**src/rtl/rf_wb_arbiter_pkg.sv**
```systemverilog
// Shared constants for the writeback arbiter: default widths and source indices.
package rf_wb_arbiter_pkg;

  localparam int XLEN        = 32;
  localparam int RFIDX_WIDTH = 5;
  localparam int WB_NREQ     = 3;

  // Fixed requester slots on the writeback bus
  localparam int WB_SRC_ALU = 0;
  localparam int WB_SRC_LSU = 1;
  localparam int WB_SRC_MDU = 2;

  // Round-robin successor of a granted index, wrapping at n
  function automatic int unsigned rr_next(input int unsigned g, input int unsigned n);
    return (g + 1 >= n) ? 0 : g + 1;
  endfunction

endpackage

```
**src/rtl/rf_wb_arbiter_rr.sv**
```systemverilog
// Combinational round-robin picker: first requester at or after ptr, wrapping.
module rr_arbiter #(
  parameter int N = 3
) (
  input  logic [N-1:0]         req,
  input  logic [$clog2(N)-1:0] ptr,
  output logic [N-1:0]         gnt,
  output logic [$clog2(N)-1:0] gnt_idx,
  output logic                 gnt_valid
);

  // Walk the ring from ptr and stop at the first active request
  always_comb begin
    gnt       = '0;
    gnt_idx   = '0;
    gnt_valid = 1'b0;
    for (int k = 0; k < N; k++) begin
      automatic int idx = (int'(ptr) + k) % N;
      if (!gnt_valid && req[idx]) begin
        gnt[idx]  = 1'b1;
        gnt_idx   = $clog2(N)'(idx);
        gnt_valid = 1'b1;
      end
    end
  end

endmodule

```
**src/rtl/rf_wb_arbiter.sv**
```systemverilog
// Register-file write-port arbiter with a one-stage write register and a
// busy-bit scoreboard used by decode for RAW/WAW stalls.
module rf_wb_arbiter
  import rf_wb_arbiter_pkg::*;
#(
  parameter int NREQ        = WB_NREQ,
  parameter int XLEN        = rf_wb_arbiter_pkg::XLEN,
  parameter int RFIDX_WIDTH = rf_wb_arbiter_pkg::RFIDX_WIDTH
) (
  input  logic                        clk,
  input  logic                        rst_n,
  input  logic [NREQ-1:0]             wb_valid,
  output logic [NREQ-1:0]             wb_ready,
  input  logic [NREQ*RFIDX_WIDTH-1:0] wb_addr,
  input  logic [NREQ*XLEN-1:0]        wb_data,
  output logic                        reg_write,
  output logic [RFIDX_WIDTH-1:0]      write_addr,
  output logic [XLEN-1:0]             write_data,
  input  logic                        iss_valid,
  input  logic [RFIDX_WIDTH-1:0]      iss_rd,
  output logic                        iss_ready,
  input  logic [RFIDX_WIDTH-1:0]      rs1_addr,
  input  logic [RFIDX_WIDTH-1:0]      rs2_addr,
  output logic                        rs1_busy,
  output logic                        rs2_busy
);

  localparam int PTRW  = $clog2(NREQ);
  localparam int NREGS = 2 ** RFIDX_WIDTH;

  logic [PTRW-1:0]        rr_ptr;
  logic [NREQ-1:0]        gnt;
  logic [PTRW-1:0]        gnt_idx;
  logic                   gnt_valid;
  logic                   transfer;
  logic [RFIDX_WIDTH-1:0] sel_addr;
  logic [XLEN-1:0]        sel_data;
  logic [NREGS-1:0]       busy;
  logic                   iss_fire;

  rr_arbiter #(.N(NREQ)) u_rr (
    .req       (wb_valid),
    .ptr       (rr_ptr),
    .gnt       (gnt),
    .gnt_idx   (gnt_idx),
    .gnt_valid (gnt_valid)
  );

  // Grants are suppressed while reset is held so nothing is accepted then
  assign wb_ready = rst_n ? gnt : '0;
  assign transfer = rst_n & gnt_valid;
  assign sel_addr = wb_addr[int'(gnt_idx)*RFIDX_WIDTH +: RFIDX_WIDTH];
  assign sel_data = wb_data[int'(gnt_idx)*XLEN +: XLEN];

  // busy[0] is never set, so x0 always reads as free
  assign iss_ready = ~busy[iss_rd];
  assign iss_fire  = iss_valid & iss_ready & (iss_rd != '0);
  assign rs1_busy  = busy[rs1_addr];
  assign rs2_busy  = busy[rs2_addr];

  // Advance the round-robin pointer past whoever just transferred
  always_ff @(posedge clk) begin
    if (!rst_n) begin
      rr_ptr <= '0;
    end else if (transfer) begin
      rr_ptr <= PTRW'(rr_next(int'(gnt_idx), NREQ));
    end
  end

  // Write stage: accepted result is presented to the regfile next cycle;
  // x0 results are swallowed by keeping reg_write low
  always_ff @(posedge clk) begin
    if (!rst_n) begin
      reg_write  <= 1'b0;
      write_addr <= '0;
      write_data <= '0;
    end else begin
      reg_write <= transfer && (sel_addr != '0);
      if (transfer) begin
        write_addr <= sel_addr;
        write_data <= sel_data;
      end
    end
  end

  // Scoreboard: clear on commit, set on issue; the two never hit the same
  // index because a busy rd blocks issue
  always_ff @(posedge clk) begin
    if (!rst_n) begin
      busy <= '0;
    end else begin
      automatic logic [NREGS-1:0] nxt = busy;
      if (reg_write) nxt[write_addr] = 1'b0;
      if (iss_fire)  nxt[iss_rd]     = 1'b1;
      nxt[0] = 1'b0;
      busy <= nxt;
    end
  end

  a_ready_onehot0: assert property (@(posedge clk) $onehot0(wb_ready));
  a_no_x0_write:   assert property (@(posedge clk) disable iff (!rst_n)
                                    !(reg_write && write_addr == '0));

endmodule

```
**config.mk**
```make
export PLATFORM = sky130hd
export DESIGN_NAME = rf_wb_arbiter
export DESIGN_NICKNAME = d
export VERILOG_FILES = /design/src/rtl/rf_wb_arbiter_pkg.sv /design/src/rtl/rf_wb_arbiter_rr.sv /design/src/rtl/rf_wb_arbiter.sv
export SDC_FILE = /design/constraint.sdc
export NUM_CORES = 1
export LEC_CHECK = 0
export ABC_AREA = 1
export CAP_MARGIN = 20
export CORE_ASPECT_RATIO = 0.7
export CORE_UTILIZATION = 35
export DETAILED_ROUTE_END_ITERATION = 8
export GPL_TIMING_DRIVEN = 0
export MAX_ROUTING_LAYER = met4
export PLACE_DENSITY_LB_ADDON = 0.2
export SETUP_SLACK_MARGIN = 0.15
export SYNTH_ARGS = -nofsm -noshare
export SYNTH_HDL_FRONTEND = slang
export SYNTH_SLANG_ARGS = --single-unit
```
**constraint.sdc**
```tcl
create_clock -name clk -period 4.1 [get_ports clk]
set_input_delay 0.82 -clock clk [delete_from_list [all_inputs] [get_ports clk]]
set_output_delay 0.82 -clock clk [all_outputs]
set_load 0.01 [all_outputs]
```
# Word-level counts from Yosys, hierarchy flattened
# Index checks and enable logic that the tools add are counted.
# word_totals
register_bits	72
inputBits	132
output_inout_bits	44
wordCells	88
# classes
add_sub_neg	3
n_mul	1
div_mod_pow	3
order_cmp	13
shift	2
mux	39
n_bitwise	9
reduce_logical	12
# ops
operator	n
32-bit by 1-bit greater-or-equal comparator with 1-bit output, second input constant	3
32-bit by 4-bit less-than comparator with 1-bit output, second input constant	3
32-bit two-way mux	3
96-bit by 8-bit indexed part select with 32-bit output	1
32-bit by 3-bit modulo with 32-bit output, second input constant	2
32-bit bitwise AND	1
3-bit by 3-bit modulo with 32-bit output, second input constant	1
32-bit inverter	1
32-bit OR	1
5-bit by 6-bit less-than comparator with 1-bit output, second input constant	4
1-bit two-way mux	17
1-bit binary-select mux with 5-bit select	3
15-bit by 6-bit indexed part select with 5-bit output	1
3-bit two-way mux	4
1-bit demux with 5-bit select	2
5-bit by 1-bit greater-or-equal comparator with 1-bit output, second input constant	2
5-bit nonzero test	2
1-bit logical AND	8
2-bit two-way mux	4
2-bit by 1-bit adder with 3-bit output, second input constant	2
1-bit binary-select mux with 2-bit select	3
1-bit demux with 2-bit select	3
3-bit OR	2
2-bit by 3-bit multiplier with 5-bit output, second input constant	1
other kinds (5)	8

# Depth between registers and ports, before layout
# depth
word_depth	15
mapped_depth	18

# Cells and area by module
# Synthesis repeated with hierarchy kept, for this count alone.
# unflattened
cells_unflattened	731
hier_area_um2	4531.8
# by_module_without_submodules
mod	n_inst	cells_each	area_per_inst_um2	seq_area_each_um2
rf_wb_arbiter	1	670	4211.5	1421.4
rr_arbiter	1	61	320.3	0.0

# Worst setup path after synthesis
# No wires, ideal clock.
# synth_path
path_type	input to output
start	input port rs1_addr[0]
end	output port rs1_busy
arrival_ns	1.798
t_required_ns	3.280
path_slack_ns	1.482
stages	8
n_path_buf	1
cell_sequence	inv_2 clkbuf_1 nor2_1 o22ai_1 nor2_1 o22ai_1 nor2_1 a31oi_1
# synth_between
elab_chain_len	2
# synth_lines
item	line_no	source
start, declared	rf_wb_arbiter.sv:22	input logic [RFIDX_WIDTH-1:0] rs1_addr,
1-bit binary-select mux with 5-bit select	rf_wb_arbiter.sv:58	assign rs1_busy = busy[rs1_addr];
1-bit two-way mux (not written as such)	rf_wb_arbiter.sv:58	
end, declared	rf_wb_arbiter.sv:24	output logic rs1_busy,
# No other way between the ends. The select of a mux whose other input is x is not followed.

# Final worst setup path
# layout_path
start	input port iss_rd[1]
end	output port iss_ready
# layout_between
elab_chain_len	3
# layout_lines
item	line_no	source
start, declared	rf_wb_arbiter.sv:20	input logic [RFIDX_WIDTH-1:0] iss_rd,
1-bit binary-select mux with 5-bit select	rf_wb_arbiter.sv:56	assign iss_ready = ~busy[iss_rd];
1-bit two-way mux (not written as such)	rf_wb_arbiter.sv:56	
1-bit inverter	rf_wb_arbiter.sv:56	
end, declared	rf_wb_arbiter.sv:21	output logic iss_ready,
# No other way between the ends. The select of a mux whose other input is x is not followed.

==> results_dict.tcl <==
set metrics [dict create \
    outcome "complete, but fails checks" \
    violations "design-rule violations" \
    syn_area_um2 4570 \
    maxSlewViolCount 0 \
    worstSkewPairLatency_ps 340 \
    fin_setup_tns_ps 0 \
    finalNetCount 1052 \
    grt_max_degree 11 \
    synth.distinct_cells 29 \
    htreeDepth 3 \
    cts_root_buf "clkbuf_16" \
    num_vias 5846 \
    grt_pass1_vias 5468 \
    post_route_cells_drive_above_1_share_pct 5.98 \
    clk_path_buf_depth 2 \
    postLayoutCoreUtil_pct 54.2 \
    clock-skew-final_ps 7.60 \
    p_per_area_nw_per_um2 584 \
    yosysWarnings 0 \
    clk_pin_slew_ps 60 \
    ioPinCount 176 \
    overflow 0 \
    antenna_left 0 \
    drv_cap 0 \
    gp_congestion 0.993 \
    p_leak_uw 0.00265 \
    via_per_inst 5.41 \
    hold_buffers 0 \
    hold_viol_final 0 \
    nFillCells 1274 \
    dr.pass1.iters 7 \
    cts_sinks 71 \
    path_max_fanout 10 \
    track_usage_pct 27.6 \
    wire_per_inst_um 16.5 \
    initial_core_util_pct 36.3 \
    cts_tree "yes" \
    synth_area_per_cell_um2 6.28 \
    ys_seq_area_share_pct 31.1 \
    wl_mm 17.8 \
    worstSetupPathType "input pin to output pin" \
    numPortBuffers 175 \
    relSlewSlack_pct 60.0 \
    antenna_found_initial 0 \
    vdd_drop_max_mv 0.283 \
    synthTopCellsByArea "dfxtp_1 31%, o21ai_0 14%, a21oi_1 12%" \
    row_count 34 \
    finalSetupViolCount 0 \
    cp_data_required_time_ps 3280 \
    period_share_pct 93.1 \
    synth_largest_area_cell "dfxtp_1" \
    hold_path.class "register to register" \
    die_h_um 97.6 \
    cts_buffers 9 \
    syn_inst 728 \
    tightest_slew_ps 596 \
    worstPathArrival_ps 3000 \
    drtIter0Drc 473 \
    ys_seq_elements 71 \
    die_w_um 139 \
    endpoint_kind "output pin" \
    synth_nets 864 \
    route.detailed.drc 8 \
    coreArea_um2 12600 \
    die-area_um2 13500 \
    synth_top_area_share_pct 31.1 \
    rsz0062_at_grt "yes" \
    cp-start-kind "input pin" \
    dp_hpwl_mm 13.6 \
    grt_pass1_wl_mm 28.6 \
    syn2layout_area_growth_pct 49.4 \
    num_antenna_cells 0 \
    period_needed_ps 3820 \
    max_freq_ghz 0.262 \
]
worst max-delay path: stages:
cell and delay [ps]:
clkdlybuf4s50_1 530, nor2_2 330, buf_2 320, a22oi_1 130, nand2_1 110, nand2_1 50, nand2_1 80, nor2_1 40
nand2_1 90, inv_1 40, clkdlybuf4s50_1 470
layout by cell type (no fill, tap or decap), types with 2 or more instances in the layout:
cell type	synthesis	final
nand4_1	2	2
o21ai_1	10	10
clkbuf_8	0	2
nand3b_1	5	5
o21ai_0	129	129
inv_2	7	8
ha_1	4	4
o22ai_1	7	7
nand2_4	1	2
clkbuf_1	20	18
nand3_1	66	66
clkdlybuf4s50_1	0	175
dfxtp_1	71	71
nand2_1	62	61
o221ai_1	5	5
nand2_2	4	4
o2111ai_1	2	2
buf_6	3	3
clkbuf_16	0	9
inv_1	52	50
nor2_2	2	4
buf_4	8	10
o211ai_1	4	4
buf_2	5	6
clkbuf_2	1	4
a22oi_1	13	13
nor3_1	9	9
a21oi_1	109	109
nor2_1	121	119
a31oi_1	4	4
flip-flops by register name (all words and copies together), names as in the netlist:
name        flops
rr_ptr          2
write_data     32
write_addr      5
reg_write       1
busy           31
stage by stage:
stage                     total power, µW  hold slack, ps  instances  cell area (µm²)  worst slack, ps
final                                3990             477       1081             6830              282
after global routing                 4310             518       1081             6830              145
after CTS                            3990             476       1079             6790              216
after floorplan                      2310             454        728             4570             1480
after detailed placement             3250             468       1065             6520              217
after global placement               3250             465       1065             6520              197
area by class of cell:
type	count	area [µm²]	share of cell area, %
Buffer	37	204	2.99
Multi-Input combinational cell	561	2740	40.1
Clock inverter	1	5.00	0.0733
Tap cell	162	203	2.97
Timing Repair Buffer	177	1770	25.9
Inverter	59	225	3.30
Sequential cell	71	1420	20.8
Clock buffer	13	260	3.81
worst paths after layout:
| path | end | start | depth (start not counted) | slack, ps |
|---|---|---|---|---|
| max | iss_ready | iss_rd[1] | 11 | 280 |
| min | busy[30]$_SDFF_PN0_ | busy[30]$_SDFF_PN0_ | 2 | 480 |
| max reg2reg | write_data[3]$_SDFFE_PN0P_ | rr_ptr[0]$_SDFFE_PN0P_ | 12 | 1450 |
| min reg2reg | busy[30]$_SDFF_PN0_ | busy[30]$_SDFF_PN0_ | 2 | 480 |
cell families after synthesis:
| logic type | after synthesis | share of synthesized area, % |
|---|---|---|
| compound gates | 284 | 33.0 |
| fa+ha+maj | 4 | 1.10 |
| buf+inv | 96 | 9.20 |
| flops | 71 | 31.1 |
| simple gates | 273 | 25.6 |
per-layer routing:
metal,vias up,track usage (%),routed length (µm)
met5,-,-,0
met3,32,8.62,1720
met4,0,7.69,367
met2,265,38.1,7180
met1,2644,38.2,8570
li1,2905,-,-
synthesized netlist by cell type:
library cell,instances
nand3b_1,5
nor2_1,121
nand3_2,1
nand2_4,1
clkbuf_2,1
buf_4,8
ha_1,4
nand2_1,62
buf_6,3
o21ai_1,10
clkbuf_1,20
inv_2,7
a21oi_1,109
a31oi_1,4
o22ai_1,7
buf_2,5
nor3_1,9
o2111ai_1,2
o211ai_1,4
nand4_1,2
nand3_1,66
o21ai_0,129
o21a_1,1
dfxtp_1,71
nand2_2,4
inv_1,52
nor2_2,2
o221ai_1,5
a22oi_1,13
repair_timing:
item                       in CTS  in global routing
resized for setup               0                 15
buffers inserted                0                  2
setup endpoints to repair       0                  3
where the power goes:
| part | internal, µW | switching, µW | total (µW) |
|---|---|---|---|
| Combinational | 937 | 1320 | 2250 |
| Clock | 435 | 289 | 724 |
| Sequential | 885 | 127 | 1010 |
| Total | 2260 | 1730 | 3990 |
Power figures use the tool's default switching activity.
